**src/rtl/seven_seg_scan_ctrl.sv**
```systemverilog
// Time-multiplexed scan controller for a common-anode 7-segment bank.
// One shared BCD decoder; per-slot blank/drive timing, per-frame digit snapshot, per-digit blink.
module seven_seg_scan_ctrl #(
  parameter int NUM_DIGITS   = 6,
  parameter int REFRESH_DIV  = 50000,
  parameter int BLANK_CYCLES = 500,
  localparam int SW = (NUM_DIGITS > 1) ? $clog2(NUM_DIGITS) : 1,
  localparam int CW = (REFRESH_DIV > 1) ? $clog2(REFRESH_DIV) : 1
) (
  input  logic                    clk,
  input  logic                    rst_n,
  input  logic                    enable,
  input  logic [4*NUM_DIGITS-1:0] digits_flat,
  input  logic [NUM_DIGITS-1:0]   blink_mask,
  input  logic                    blink_tick,
  output logic [3:0]              digit_out,
  output logic [NUM_DIGITS-1:0]   anode_n,
  output logic [SW-1:0]           slot_idx,
  output logic                    frame_start
);

  typedef enum logic [1:0] {IDLE, BLANK, DRIVE} state_t;

  localparam logic [CW-1:0] CNT_LAST  = CW'(REFRESH_DIV - 1);
  localparam logic [CW-1:0] CNT_DRIVE = CW'(BLANK_CYCLES);
  localparam logic [SW-1:0] SLOT_LAST = SW'(NUM_DIGITS - 1);

  state_t                  state, nxt_state;
  logic [CW-1:0]           cnt, nxt_cnt;
  logic [SW-1:0]           nxt_slot;
  logic [4*NUM_DIGITS-1:0] snap, nxt_snap;
  logic                    nxt_fs;
  logic                    phase, nxt_phase;
  logic [NUM_DIGITS-1:0]   nxt_anode_n;
  logic [3:0]              nxt_digit;

  always_comb begin
    nxt_state = state;
    nxt_cnt   = cnt;
    nxt_slot  = slot_idx;
    nxt_snap  = snap;
    nxt_fs    = 1'b0;
    nxt_phase = phase ^ blink_tick;
    if (!enable) begin
      nxt_state = IDLE;
      nxt_cnt   = '0;
      nxt_slot  = '0;
      nxt_snap  = '0;
    end else begin
      case (state)
        IDLE: begin
          nxt_state = BLANK;
          nxt_cnt   = '0;
          nxt_slot  = '0;
          nxt_snap  = digits_flat;
          nxt_fs    = 1'b1;
        end
        default: begin
          if (cnt == CNT_LAST) begin
            nxt_cnt = '0;
            if (slot_idx == SLOT_LAST) begin
              nxt_slot = '0;
              nxt_snap = digits_flat;
              nxt_fs   = 1'b1;
            end else begin
              nxt_slot = slot_idx + 1'b1;
            end
          end else begin
            nxt_cnt = cnt + 1'b1;
          end
          nxt_state = (nxt_cnt >= CNT_DRIVE) ? DRIVE : BLANK;
        end
      endcase
    end
  end

  // Outputs are registered from the next-state view so they line up with the state they describe.
  always_comb begin
    nxt_anode_n = '1;
    nxt_digit   = 4'hF;
    if (nxt_state == DRIVE && !(blink_mask[nxt_slot] && nxt_phase)) begin
      nxt_anode_n[nxt_slot] = 1'b0;
      nxt_digit             = nxt_snap[4*nxt_slot +: 4];
    end
  end

  always_ff @(posedge clk or negedge rst_n) begin
    if (!rst_n) begin
      state       <= IDLE;
      cnt         <= '0;
      slot_idx    <= '0;
      snap        <= '0;
      frame_start <= 1'b0;
      phase       <= 1'b0;
      anode_n     <= '1;
      digit_out   <= 4'hF;
    end else begin
      state       <= nxt_state;
      cnt         <= nxt_cnt;
      slot_idx    <= nxt_slot;
      snap        <= nxt_snap;
      frame_start <= nxt_fs;
      phase       <= nxt_phase;
      anode_n     <= nxt_anode_n;
      digit_out   <= nxt_digit;
    end
  end

endmodule
```
**config.mk**
```make
export PLATFORM = sky130hd
export DESIGN_NAME = seven_seg_scan_ctrl
export DESIGN_NICKNAME = d
export VERILOG_FILES = /design/src/rtl/seven_seg_scan_ctrl.sv
export SDC_FILE = /design/constraint.sdc
export NUM_CORES = 1
export LEC_CHECK = 0
export ABC_AREA = 1
export CORE_UTILIZATION = 40
export CTS_CLUSTER_DIAMETER = 200
export DETAILED_ROUTE_END_ITERATION = 16
export GPL_TIMING_DRIVEN = 1
export HOLD_SLACK_MARGIN = 0.12
export PLACE_DENSITY = 0.71
export SLEW_MARGIN = 5
export SYNTH_ARGS = -nofsm -noshare
export SYNTH_HDL_FRONTEND = slang
export SYNTH_SLANG_ARGS = --single-unit
```
**constraint.sdc**
```tcl
create_clock -name clk -period 2.4 [get_ports clk]
set_clock_uncertainty 0.15 [all_clocks]
set_input_delay 0.36 -clock clk [delete_from_list [all_inputs] [get_ports clk]]
set_output_delay 0.36 -clock clk [all_outputs]
set_load 0.03 [all_outputs]
```
# Yosys cells after proc, flatten, opt, wreduce, memory -nomap -nowiden

Cells that the tools add are included.

Flip-flop bits (word level): 57
Input port bits: 34
Output and inout bits: 14
Logic and storage cells: 50

$add $sub $neg: 2
Order comparisons: 3
Eq/ne operators: 3
Shift operators: 1
Mux-type cells: 26
Bitwise operators: 2
Reduce and logical (&&, ||, !) cells: 5

Operator list:

| kind                                                  | number |
|---|---|
| 2-to-1 mux 24 bit                                     | 4 |
| 2-to-1 mux 16 bit                                     | 5 |
| variable part select 24 x 6 -> 4 bit                  | 1 |
| adder 16 x 1 -> 16 bit (second input constant)        | 1 |
| equality test 16 bit (second input constant)          | 1 |
| >= comparator 16 x 9 -> 1 bit (second input constant) | 1 |
| 2-to-1 mux 3 bit                                      | 4 |
| 2-to-1 mux 1 bit                                      | 6 |
| 2-to-1 mux 2 bit                                      | 3 |
| 2-to-1 mux 6 bit                                      | 1 |
| NOT 6 bit                                             | 1 |
| < comparator 3 x 4 -> 1 bit (second input constant)   | 1 |
| 2-to-1 mux 4 bit                                      | 1 |
| adder 3 x 1 -> 3 bit (second input constant)          | 1 |
| binary-select mux 1 bit (select 3 bit)                | 1 |
| demux 1 bit (select 3 bit)                            | 1 |
| equality test 3 bit (second input constant)           | 1 |
| >= comparator 3 x 1 -> 1 bit (second input constant)  | 1 |
| logical AND 1 bit                                     | 3 |
| equality test 2 bit (second input constant)           | 1 |
| logical NOT 2 bit                                     | 1 |
| logical NOT 1 bit                                     | 1 |
| XOR 1 bit                                             | 1 |

# Longest topological paths before layout

Word-level depth: 11
Mapped depth: 15
Depth with buffers taken out: 14

# Worst setup path after synthesis

Ideal clock, no wire load.

Path type: reg2reg
From: register cnt[0]
To: register digit_out[1]
Data arrival time: 1775 ps
Required time: 2167 ps
Path slack: 392 ps
Cell stages (with the launch flop): 14
Period minus slack after synthesis: 2008 ps
Cell sequence: dfrtp_1 ha_1 nand3_4 nor2_8 nand3b_2 nand2_1 buf_4 or2_2 nand3_1 nand2_1 nand2_1 nor2_1 nor2_1 nand2_1

Longest elaborated chain between the ends: 11
Elaborated cells on any way between the ends: 23
Those cells by class: add/sub (1); order compare (1); eq/ne (2); shift (1); mux (15); reduce/logical (3)

Ends and longest elaborated chain:

| what                                                           | RTL line | source |
|---|---|---|
| from (decl)                                                    | 29       | `logic [CW-1:0] cnt, nxt_cnt;` |
| from (signal assigned)                                         | 99       | `cnt <= nxt_cnt;` |
| adder 16 x 1 -> 16 bit or equality test 16 bit (tied branches) | 69, 59   |  |
| 2-to-1 mux 16 bit                                              | 59       | `if (cnt == CNT_LAST) begin` |
| 2-to-1 mux 16 bit                                              | 50       | `case (state)` |
| 2-to-1 mux 16 bit                                              | 44       | `if (!enable) begin` |
| >= comparator 16 x 9 -> 1 bit                                  | 71       | `nxt_state = (nxt_cnt >= CNT_DRIVE) ? DRIVE : BLANK;` |
| 2-to-1 mux 2 bit                                               | 71       |  |
| 2-to-1 mux 2 bit                                               | 50       |  |
| 2-to-1 mux 2 bit                                               | 44       |  |
| equality test 2 bit                                            | 81       | `if (nxt_state == DRIVE && !(blink_mask[nxt_slot] && nxt_phase)) begin` |
| logical AND 1 bit                                              | 81       |  |
| 2-to-1 mux 4 bit *                                             | 81       |  |
| via nxt_digit[1]                                               | 35       | `logic [3:0] nxt_digit;` |
| to (signal assigned)                                           | 105      | `digit_out <= nxt_digit;` |
| to (decl)                                                      | 16       | `output logic [3:0] digit_out,` |

The timed path passes the listed nets; every way through them passes the cells marked *. The select of a mux whose other input is x is not followed.

# Final worst setup path

From: register cnt[0]
To: register digit_out[2]

The elaborated chain is that of the path after synthesis.

==> reports/results.tsv <==
metric	value	unit
status	completed	
cpPeakStageDelay	0.43	ns
cp.required	2.54	ns
switchingPower	530	uW
cp-end-kind	flop	
synthTopCellsByArea	dfrtp_1 37%, nand2_1 12%, dfstp_2 8.3%, nand3_1 8.1%, inv_1 8.1%	
port_buffers	47	
area_growth	26.3	%
final_cells	575	
route.detailed.drc	0	
wl_per_cell	12.5	um
crit_buf_inv	2	
vias	2768	
dieArea	8230	um2
drive_above_1_share	14.5	%
synth_flop_cell	dfrtp_1	
crit_top_cell	nand2_1	
cts.sinks	57	
grt_pass1_wl	12200	um
wirelength	7220	um
htree_levels	3	
synth_edf_count	0	
synth_top_area_cell	dfrtp_1	
grt_pass1_vias	2636	
p_clk_share	37.5	%
timing.slew.headroom	40.9	%
hpwl	5340	um
swShare	26.5	%
grt.total_usage	19.0	%
pwr-share-comb	11.8	%
path_max_fanout	29	
slowest_stage	dfrtp_1	
layout_commonest_cell	nand2_1	
rsz0062_at_grt	no	
maxSlewViolCount	0	
p_seq_share	50.7	%
worstMarginPinSlew	0.887	ns
synth_fp_nets	447	
n_fill_cell	700	
detail_route.first_pass.iterations	4	
crit_start	cnt[0]$_DFF_PN0_	
cp.arrival	2.30	ns
vias_per_cell	4.81	
synth_area	3150	um2
ios	48	
async_flop_share	100	%
cap_violations	0	
period_needed	2.17	ns
design_area	3980	um2
synthesis.yosys.warnings	0	
gr-total-overflow	0	
die_w	90.7	um
netlist_instances	412	
finalPower	2000	uW
dpl_cell_area	3760	um2
drt_iter0_markers	144	
dpl.cell_count	556	
cts.reportedPaths.clkPinSlew	0.06	ns
fin_crit_sh	90.2	%
cts_buffers	9	
critical_path.cell_chain	ha_4 > nand3_4 > nor2_8 > nand3b_2 > nand2_1 > buf_12 > inv_2 > nand2_1 > nand3_1 > nand2_1 > nand3_1 > nand2_1 > nor2_1 > nand2_1	
worst_slack	0.235	ns
drtAntennaViolNets	0	
critPathKind	reg -> reg	
hold_path_class	reg -> reg	
gp_congestion	0.847	
place_ws	0.0452	ns
final_hold_viol_count	0	
cts_tree	yes	
fp.dieH	90.7	um
holdCritStartpoint	cnt[0]$_DFF_PN0_	
synth.ff_latch_count	57	
synth_top_area_share	37.4	%
seq_area_frac_synth	45.7	%
powerDensity	503	nW/um2
p_int	1470	uW
yosysUniqueCellTypes	33	
nets	506	
setup.worst_path.start_class	flop	
coreArea	7410	um2
fmax	462	MHz
setup_tns	0	ns
row_count	31	
cellLeakagePower	0.00202	uW
most-common-layout-cells	96 x nand2_1, 68 x inv_1, 53 x nor2_1	
crit_family	simple AND/OR/NAND/NOR gates	
setup_violations	0	
antenna_found_initial	0	
start_util	42.5	%
clk_latency	0.35	ns
synth.avg_cell_area	7.64	um2
cts_buffer_depth	2	
cts_root_buf	clkbuf_8	
r2r_start	cnt[0]$_DFF_PN0_	
peakVddDrop	0.000291	V
num_antenna_cells	0	
grt_max_degree	41	
==> worst paths after layout <==
kind / to / slack, ns / depth (start not counted)
setup / recovery: digit_out[2]$_DFF_PN1_ / 0.23 / 14
hold / removal: cnt[0]$_DFF_PN0_ / 0.40 / 1
setup reg to reg: digit_out[2]$_DFF_PN1_ / 0.23 / 14
hold reg to reg: cnt[0]$_DFF_PN0_ / 0.40 / 1
max in group asynchronous: phase$_DFF_PN0_ / 0.89 / 3
min in group asynchronous: snap[11]$_DFF_PN0_ / 0.54 / 2
==> through the flow <==
| stage | hold WS (ns) | utilization (%) |
|---|---|---|
| after floorplan | -0.0856 | - |
| after global placement | 0.327 | 50.7 |
| after detailed placement | 0.345 | 50.7 |
| after CTS | 0.354 | 53.0 |
| after global routing | 0.427 | 53.7 |
| final | 0.399 | 53.7 |
==> cells in the mapped netlist, drive strengths merged (4+ instances only) <==
cell type	n
nand2	105
or2	4
nor3	4
o21ai	5
a21oi	6
inv	71
nand4	6
nand3b	13
buf	7
xor2	8
dfrtp	47
dfstp	10
nand3	55
nor2	62
==> power by group through the flow <==
stage	clock (uW)	sequential [uW]	combinational, uW
final	750	1010	235
after floorplan	0	1030	115
after CTS	778	1010	226
after global placement	0	1030	222
after global routing	809	1010	264
after detailed placement	0	1030	224
==> per-layer routing <==
metal	vias up	GRT usage, %	wire, um
met4	0	10.2	171
met2	71	29.1	3370
li1	1391	-	-
met1	1289	24.5	3290
met5	-	0	0
met3	17	5.05	380
==> logic make-up after synthesis <==
logic type | after synthesis | share of synthesized area [%]
xor+xnor | 11 | 3.06
buf+inv | 81 | 10.1
simple gates | 249 | 38.1
fa+ha+maj | 1 | 0.398
flops | 57 | 45.7
compound gates | 13 | 2.54
==> flip-flops by register name, summed over array words and instances (netlist names) <==
signal,flops
digit_out,4
frame_start,1
snap,24
slot_idx,3
cnt,16
state,2
anode_n,6
phase,1
==> worst register-to-register path, cell delays in order (launching register included) <==
cell and delay [ns]:
dfrtp_1 0.43, ha_4 0.20, nand3_4 0.12, nor2_8 0.17, nand3b_2 0.09, nand2_1 0.11
buf_12 0.18, inv_2 0.11, nand2_1 0.07, nand3_1 0.12, nand2_1 0.10, nand3_1 0.07
nand2_1 0.09, nor2_1 0.04, nand2_1 0.05
==> timing repair <==
action	4_1_cts	5_1_grt
setup endpoints to repair	0	10
hold buffers	1	0
hold endpoints to repair	28	0
setup buffers	0	1
resized for setup	0	6
==> layout make-up <==
type	instances	area [um2]	area share (%)
multi-input combinational	275	1430	35.9
clock inverter	6	35.0	0.881
inverter	71	267	6.70
clock buffer	10	128	3.21
tap	99	124	3.12
timing repair buffer	57	556	14.0
sequential	57	1440	36.2
No activity file was read; power rests on OpenSTA's default activity.
